<file path="config.mk">
export PLATFORM = sky130hd
export DESIGN_NAME = stream_rr_arbiter
export DESIGN_NICKNAME = d
export VERILOG_FILES = /design/src/rtl/stream_rr_arbiter.sv
export SDC_FILE = /design/constraint.sdc
export NUM_CORES = 1
export LEC_CHECK = 0
export ABC_AREA = 1
export BUFFER_PORTS_ARGS = -buffer_cell sky130_fd_sc_hd__clkbuf_2
export CAP_MARGIN = 10
export CORE_AREA = 5 5 49 51
export CTS_CLUSTER_SIZE = 20
export DETAILED_ROUTE_END_ITERATION = 10
export DIE_AREA = 0 0 54 56
export MAX_ROUTING_LAYER = met4
export PLACE_DENSITY = 0.81
export SLEW_MARGIN = 20
export SYNTH_ARGS = -nofsm -noshare
export SYNTH_HDL_FRONTEND = slang
export SYNTH_SLANG_ARGS = --single-unit
</file>
<file path="constraint.sdc">
create_clock -name clk -period 3.7 [get_ports clk]
set_input_delay 0.74 -clock clk [delete_from_list [all_inputs] [get_ports clk]]
set_output_delay 0.74 -clock clk [all_outputs]
set_load 0.1 [all_outputs]
</file>
<file path="src/rtl/stream_rr_arbiter.sv">
// stream_rr_arbiter: merges n_req valid/ready streams into one downstream stream.
// Ownership is granted round-robin and held for exactly `burst` transfers, so a
// multi-beat sample from one requester is never interleaved with another's.
//
// Ports
//   clk         rising-edge clock
//   rst         synchronous, active-low reset
//   req_valid   per-requester valid (bit i = requester i)
//   req_ready   per-requester ready (only the owner may see down_ready)
//   req_data    requester i data at [i*width +: width]
//   down_valid  merged stream valid
//   down_ready  merged stream ready
//   down_data   merged stream data
//   grant       one-hot owner, zero when nobody owns the stream
//   busy        high while a burst is locked
module stream_rr_arbiter #(
  parameter int unsigned width = 8,
  parameter int unsigned n_req = 3,
  parameter int unsigned burst = 2
) (
  input  logic                   clk,
  input  logic                   rst,
  input  logic [n_req-1:0]       req_valid,
  output logic [n_req-1:0]       req_ready,
  input  logic [n_req*width-1:0] req_data,
  output logic                   down_valid,
  input  logic                   down_ready,
  output logic [width-1:0]       down_data,
  output logic [n_req-1:0]       grant,
  output logic                   busy
);

  localparam int unsigned PtrW  = (n_req > 1) ? $clog2(n_req) : 1;
  localparam int unsigned ScanW = PtrW + 1;
  localparam int unsigned CntW  = (burst > 1) ? $clog2(burst) : 1;

  localparam logic [CntW-1:0]  LastBeat = CntW'(burst - 1);
  localparam logic [PtrW-1:0]  LastReq  = PtrW'(n_req - 1);
  localparam logic [ScanW-1:0] NumReq   = ScanW'(n_req);

  typedef enum logic [0:0] {StIdle, StLock} state_e;

  state_e           state_q, state_d;
  logic [PtrW-1:0]  ptr_q, ptr_d;
  logic [PtrW-1:0]  owner_q, owner_d;
  logic [CntW-1:0]  cnt_q, cnt_d;
  logic [n_req-1:0] grant_q, grant_d;

  logic             locked;
  logic             xfer;
  logic             pick_found;
  logic [PtrW-1:0]  pick_idx;
  logic [PtrW-1:0]  next_ptr;
  logic [ScanW-1:0] scan;

  // rst is active-low; gating with it keeps every output quiet while reset is held,
  // not only from the cycle after the reset edge.
  assign locked = (state_q == StLock) && rst;
  assign busy   = locked;
  assign grant  = locked ? grant_q : '0;
  assign xfer   = down_valid & down_ready;

  assign next_ptr = (owner_q == LastReq) ? '0 : owner_q + PtrW'(1);

  // Owner's stream is passed straight through; everyone else is held off.
  always_comb begin
    down_valid = 1'b0;
    down_data  = '0;
    req_ready  = '0;
    if (locked) begin
      down_valid = req_valid[owner_q];
      down_data  = req_data[32'(owner_q)*width +: width];
      req_ready  = grant_q & {n_req{down_ready}};
    end
  end

  // First valid requester at or above ptr, wrapping modulo n_req.
  always_comb begin
    pick_found = 1'b0;
    pick_idx   = '0;
    scan       = '0;
    for (int unsigned k = 0; k < n_req; k++) begin
      scan = {1'b0, ptr_q} + ScanW'(k);
      if (scan >= NumReq) begin
        scan = scan - NumReq;
      end
      if (!pick_found && req_valid[scan[PtrW-1:0]]) begin
        pick_found = 1'b1;
        pick_idx   = scan[PtrW-1:0];
      end
    end
  end

  always_comb begin
    state_d = state_q;
    ptr_d   = ptr_q;
    owner_d = owner_q;
    cnt_d   = cnt_q;
    grant_d = grant_q;
    case (state_q)
      StIdle: begin
        if (pick_found) begin
          state_d           = StLock;
          owner_d           = pick_idx;
          grant_d           = '0;
          grant_d[pick_idx] = 1'b1;
        end
      end
      StLock: begin
        // The lock is only released by the final beat; a stalled or silent owner keeps it.
        if (xfer) begin
          if (cnt_q == LastBeat) begin
            state_d = StIdle;
            cnt_d   = '0;
            grant_d = '0;
            ptr_d   = next_ptr;
          end else begin
            cnt_d = cnt_q + CntW'(1);
          end
        end
      end
      default: state_d = StIdle;
    endcase
  end

  always_ff @(posedge clk) begin
    if (!rst) begin
      state_q <= StIdle;
      ptr_q   <= '0;
      owner_q <= '0;
      cnt_q   <= '0;
      grant_q <= '0;
    end else begin
      state_q <= state_d;
      ptr_q   <= ptr_d;
      owner_q <= owner_d;
      cnt_q   <= cnt_d;
      grant_q <= grant_d;
    end
  end

endmodule

</file>
== Word level (Yosys, flattened, before mapping) ==
Index checks and enable logic that the tools add are counted.
Word-level totals
  bits in registers: 9
  word-level logic and storage cells: 72
  input bits: 30
  output and inout bits: 16
Cells by class
  multiplexer cells: 33
  eq/ne operators: 4
  bitwise gates (word level): 3
  order comparisons: 9
  shifts and indexed selects: 1
  add/sub/neg operators: 7
  reductions and logical operators: 10
Operator list (number)
  indexed part select 24 x 6 -> 8 bit: 1
  < comparator 2 x 3 -> 1 bit (second input constant): 5
  2-to-1 mux 3 bit: 5
  2-to-1 mux 2 bit: 7
  2-to-1 mux 1 bit: 13
  binary-select mux 1 bit (select 2 bit): 4
  2-to-1 mux 8 bit: 1
  >= comparator 3 x 2 -> 1 bit (second input constant): 2
  one-hot mux 3 bit (2 select lines): 1
  AND reduction 3 bit: 2
  subtractor 2 bit (second input constant): 3
  logical AND 1 bit: 4
  inequality test 2 x 1 -> 1 bit (second input constant): 2
  AND reduction 2 bit: 2
  adder 2 x 1 -> 3 bit (second input constant): 1
  adder 2 x 2 -> 3 bit (second input constant): 1
  bitwise AND 3 bit: 1
  adder 2 x 1 -> 2 bit (second input constant): 1
  demux 1 bit (select 2 bit): 1
  equality test 2 bit (second input constant): 1
  >= comparator 2 x 1 -> 1 bit (second input constant): 1
  >= comparator 2 bit (second input constant): 1
  logical NOT 1 bit: 2
  inequality test 2 bit (second input constant): 1
  4 further kinds: 4

== Logic depth before layout (Yosys ltp) ==
  word-level depth: 17
  gate-level depth with buffers: 12
  gate-level depth less buffers: 12

== Least setup slack after synthesis ==
OpenSTA, ideal clock, no wires.
  kind: input to output
  start point: input port rst
  end point: output port req_ready[0]
  arrival: 2.897 ns
  setup slack: 0.063 ns
  buffers on the path: 0
  required time: 2.960 ns
  stages: 2
  cells stage by stage: nand2_2 -> nor3_1
On the way
  longest elaborated chain between the ends: 2
Ends and longest elaborated chain
  start, declared: RTL line 22  | input logic rst,
  logical AND 1 bit: RTL line 58  | assign locked = (state_q == StLock) && rst;
  2-to-1 mux 3 bit: RTL line 70  | if (locked) begin
  end, declared: RTL line 24  | output logic [n_req-1:0] req_ready,
No other way between the ends.

== Final worst setup path ==
  start point: register owner_q[0]
  end point: output port down_valid
On the way
  longest elaborated chain between the ends: 3
Ends and longest elaborated chain
  start, declared: RTL line 45  | logic [PtrW-1:0] owner_q, owner_d;
  start signal, assigned: RTL line 136  | owner_q <= owner_d;
  binary-select mux 1 bit (select 2 bit): RTL line 71  | down_valid = req_valid[owner_q];
  2-to-1 mux 1 bit (implied by the code): RTL line 71
  2-to-1 mux 1 bit: RTL line 70
  end, declared: RTL line 26  | output logic down_valid,
No other way between the ends. The select of a mux whose other input is x is not followed.

==> results.ini <==
[synthesis]
synth-seq-area-share_pct=21.1
synth-seq-cells=9
yosysMostFrequentCell=nand2_1
yosys.area.top_type=nand2_1
yosys_warnings=0
yosysTopAreaCellShare_pct=26.0
synth_edf_count=0
synth_common_cells=59 x nand2_1, 25 x inv_1, 20 x nand3_1
synth.top_cells.by_area=nand2_1 26%, dfxtp_1 21%, nand3_1 12%
avgSynthCellArea_um2=5.54
yosysUniqueCellTypes=18
syn_area_um2=853
postSynth.asyncResetShare_pct=0
syn_inst=154
synth-main-ff-cell=dfxtp_1
syn-num-nets=188

[sta]
finalCritPeriodShare_pct=68.4
finalHoldWorstSlack_ns=0.489
setup_tns_ns=0
setup_violations=0
finalHoldViolations=0
period_needed_ns=2.53
clock-skew-final_ns=0.00731
finalWorstSetupSlack_ns=1.17
worstMarginPinSlew_ns=0.551
fmax_ghz=0.395
slew_headroom_pct=63.4
slew_viol_final=0
rsz0062_at_grt=false

[power]
p_comb_share_pct=41.2
p_sw_share_pct=43.0
clkPwrFrac_pct=24.5
powerDensity_nw_per_um2=272
p_switching_w=0.000133
cellLeakagePower_nw=0.654
seqPwrFrac_pct=34.2
peakVddDrop_mv=0.241
p_int_w=0.000176

[drt]
finalWirelength_um=2300
first_iter_violations=20
dr.pass1.iters=5
drc=0
wl_met1_um=932
maxUsedRoutingLayer=met4
post_drt_wl_per_cell_um=9.98
ant_nets=0
wl_met3_um=330
wl_met2_um=1010
vias=1084
routed_via_density=4.71

[final_layout]
utilization_pct=59.9
finalNonFillerCells=230
syn2layout_area_growth_pct=33.4
drive_above_1_share_pct=28.6
final_nets=238
n_antenna_cell=0

[place]
gp_congestion=0.814
pre_cts_ws_ns=1.23
port-buffer-count=45
dp_hpwl_um=1930
dp_cells=226

[global_routing]
antenna_found_initial=0
grt_pass1_wl_um=3700
overflow=0
grt_max_degree=11
grt_util_all_layers_pct=15.8
grt_pass1_vias=946

[min_path]
hp-class=reg -> reg

[floorplan]
die_area_um2=3020
ioPinCount=46
start_util_pct=44.9
die_x_um=54
num_rows=16
core-area_um2=1900
die_y_um=56

[critical_path]
end_kind=output port
path_cells=nor2_2 > nand2_1 > nand3_1 > nand2_1 > clkinv_2 > clkbuf_2
start_kind=flip-flop
critical-path-max-stage-delay_ns=0.45
path_class=reg -> out
cp_common_cell=nand2_1
crit_fanout=10
crit_required_ns=2.96
cp_slowest_cell=clkbuf_2
cp.arrival_ns=1.79

[cts]
cts_max_level=1
cts_made_buffers=3
cts.sinks=9
cts_resized=0
cts_setup_buffers=0
clk_root_buffer_cell=clkbuf_4
ctsHoldBuffers=0
clk_pin_slew_ns=0.06
clkLatencyLatePin_ns=0.26
cts_tree=built
clockBufferDepth=2

[job]
drv_cap=0

[run_status]
outcome=finished clean

## sequential cells by signal, indices dropped and copies added, names as in the netlist
signal,flops
cnt_q,1
owner_q,2
ptr_q,2
grant_q,3
state_q,1
## metal layers
metal | vias to the layer above | global-route usage (%)
li1 | 576 | -
met1 | 451 | 17.9
met2 | 55 | 27.7
met3 | 2 | 2.68
met4 | 0 | 4.27
met5 | - | -
## final cells by class
| class | instances | area [um2] |
|---|---|---|
| Fill cell | 184 | 763 |
| Timing Repair Buffer | 45 | 225 |
| Sequential cell | 9 | 180 |
| Tap cell | 27 | 33.8 |
| Multi-Input combinational cell | 115 | 554 |
| Inverter | 30 | 119 |
| Clock buffer | 4 | 26.3 |
## cells by family after synthesis
logic type	Yosys count	share of synthesized area [%]
simple gates	97	50.7
buf+inv	30	13.9
compound gates	14	8.36
flops	9	21.1
fa+ha+maj	4	5.87
## path summary, 6_finish.rpt
| kind | start | endpoint | depth (start not counted) | slack, ns |
|---|---|---|---|---|
| max | owner_q[0] | down_valid | 6 | 1.17 |
| min | grant_q[1] | grant_q[1] | 2 | 0.49 |
| max reg2reg | ptr_q[0] | grant_q[0] | 11 | 1.94 |
| min reg2reg | grant_q[1] | grant_q[1] | 2 | 0.49 |
## cell usage in the layout, fill, tap and decap left out
cell type   n
nand2_1    59
clkbuf_2   45
inv_1      25
nand3_1    20
a21oi_1     9
dfxtp_1     9
nor2_1      7
nor3_1      4
o21ai_1     4
ha_1        4
inv_2       3
clkbuf_4    3
nor2_4      2
nand4_1     2
nand2_2     1
inv_6       1
nor2_2      1
clkinv_2    1
nand3_4     1
a31oi_1     1
clkbuf_1    1
## critical path, delay by kind of cell, from the launching register on
kind,cells,cell delay (ns)
flip-flops,1,0.36
AND/OR/NAND/NOR,4,0.65
buffers and inverters,2,0.52
## through the flow
stage,cell area [um2],power [W]
after floorplan,853,0.000203
after global placement,1110,0.000234
after detailed placement,1110,0.000236
after CTS,1140,0.000313
after global routing,1140,0.000330
final,1140,0.000309
## power groups by stage
stage | registers, W | logic, W | clock network (W)
3_5_place_dp | 0.000108 | 0.000128 | 0
3_3_place_gp | 0.000108 | 0.000126 | 0
2_1_floorplan | 0.000107 | 0.0000952 | 0
6_report | 0.000106 | 0.000128 | 0.0000760
5_1_grt | 0.000106 | 0.000140 | 0.0000845
4_1_cts | 0.000106 | 0.000128 | 0.0000786
Note: power is estimated with default switching activity, not from simulation.
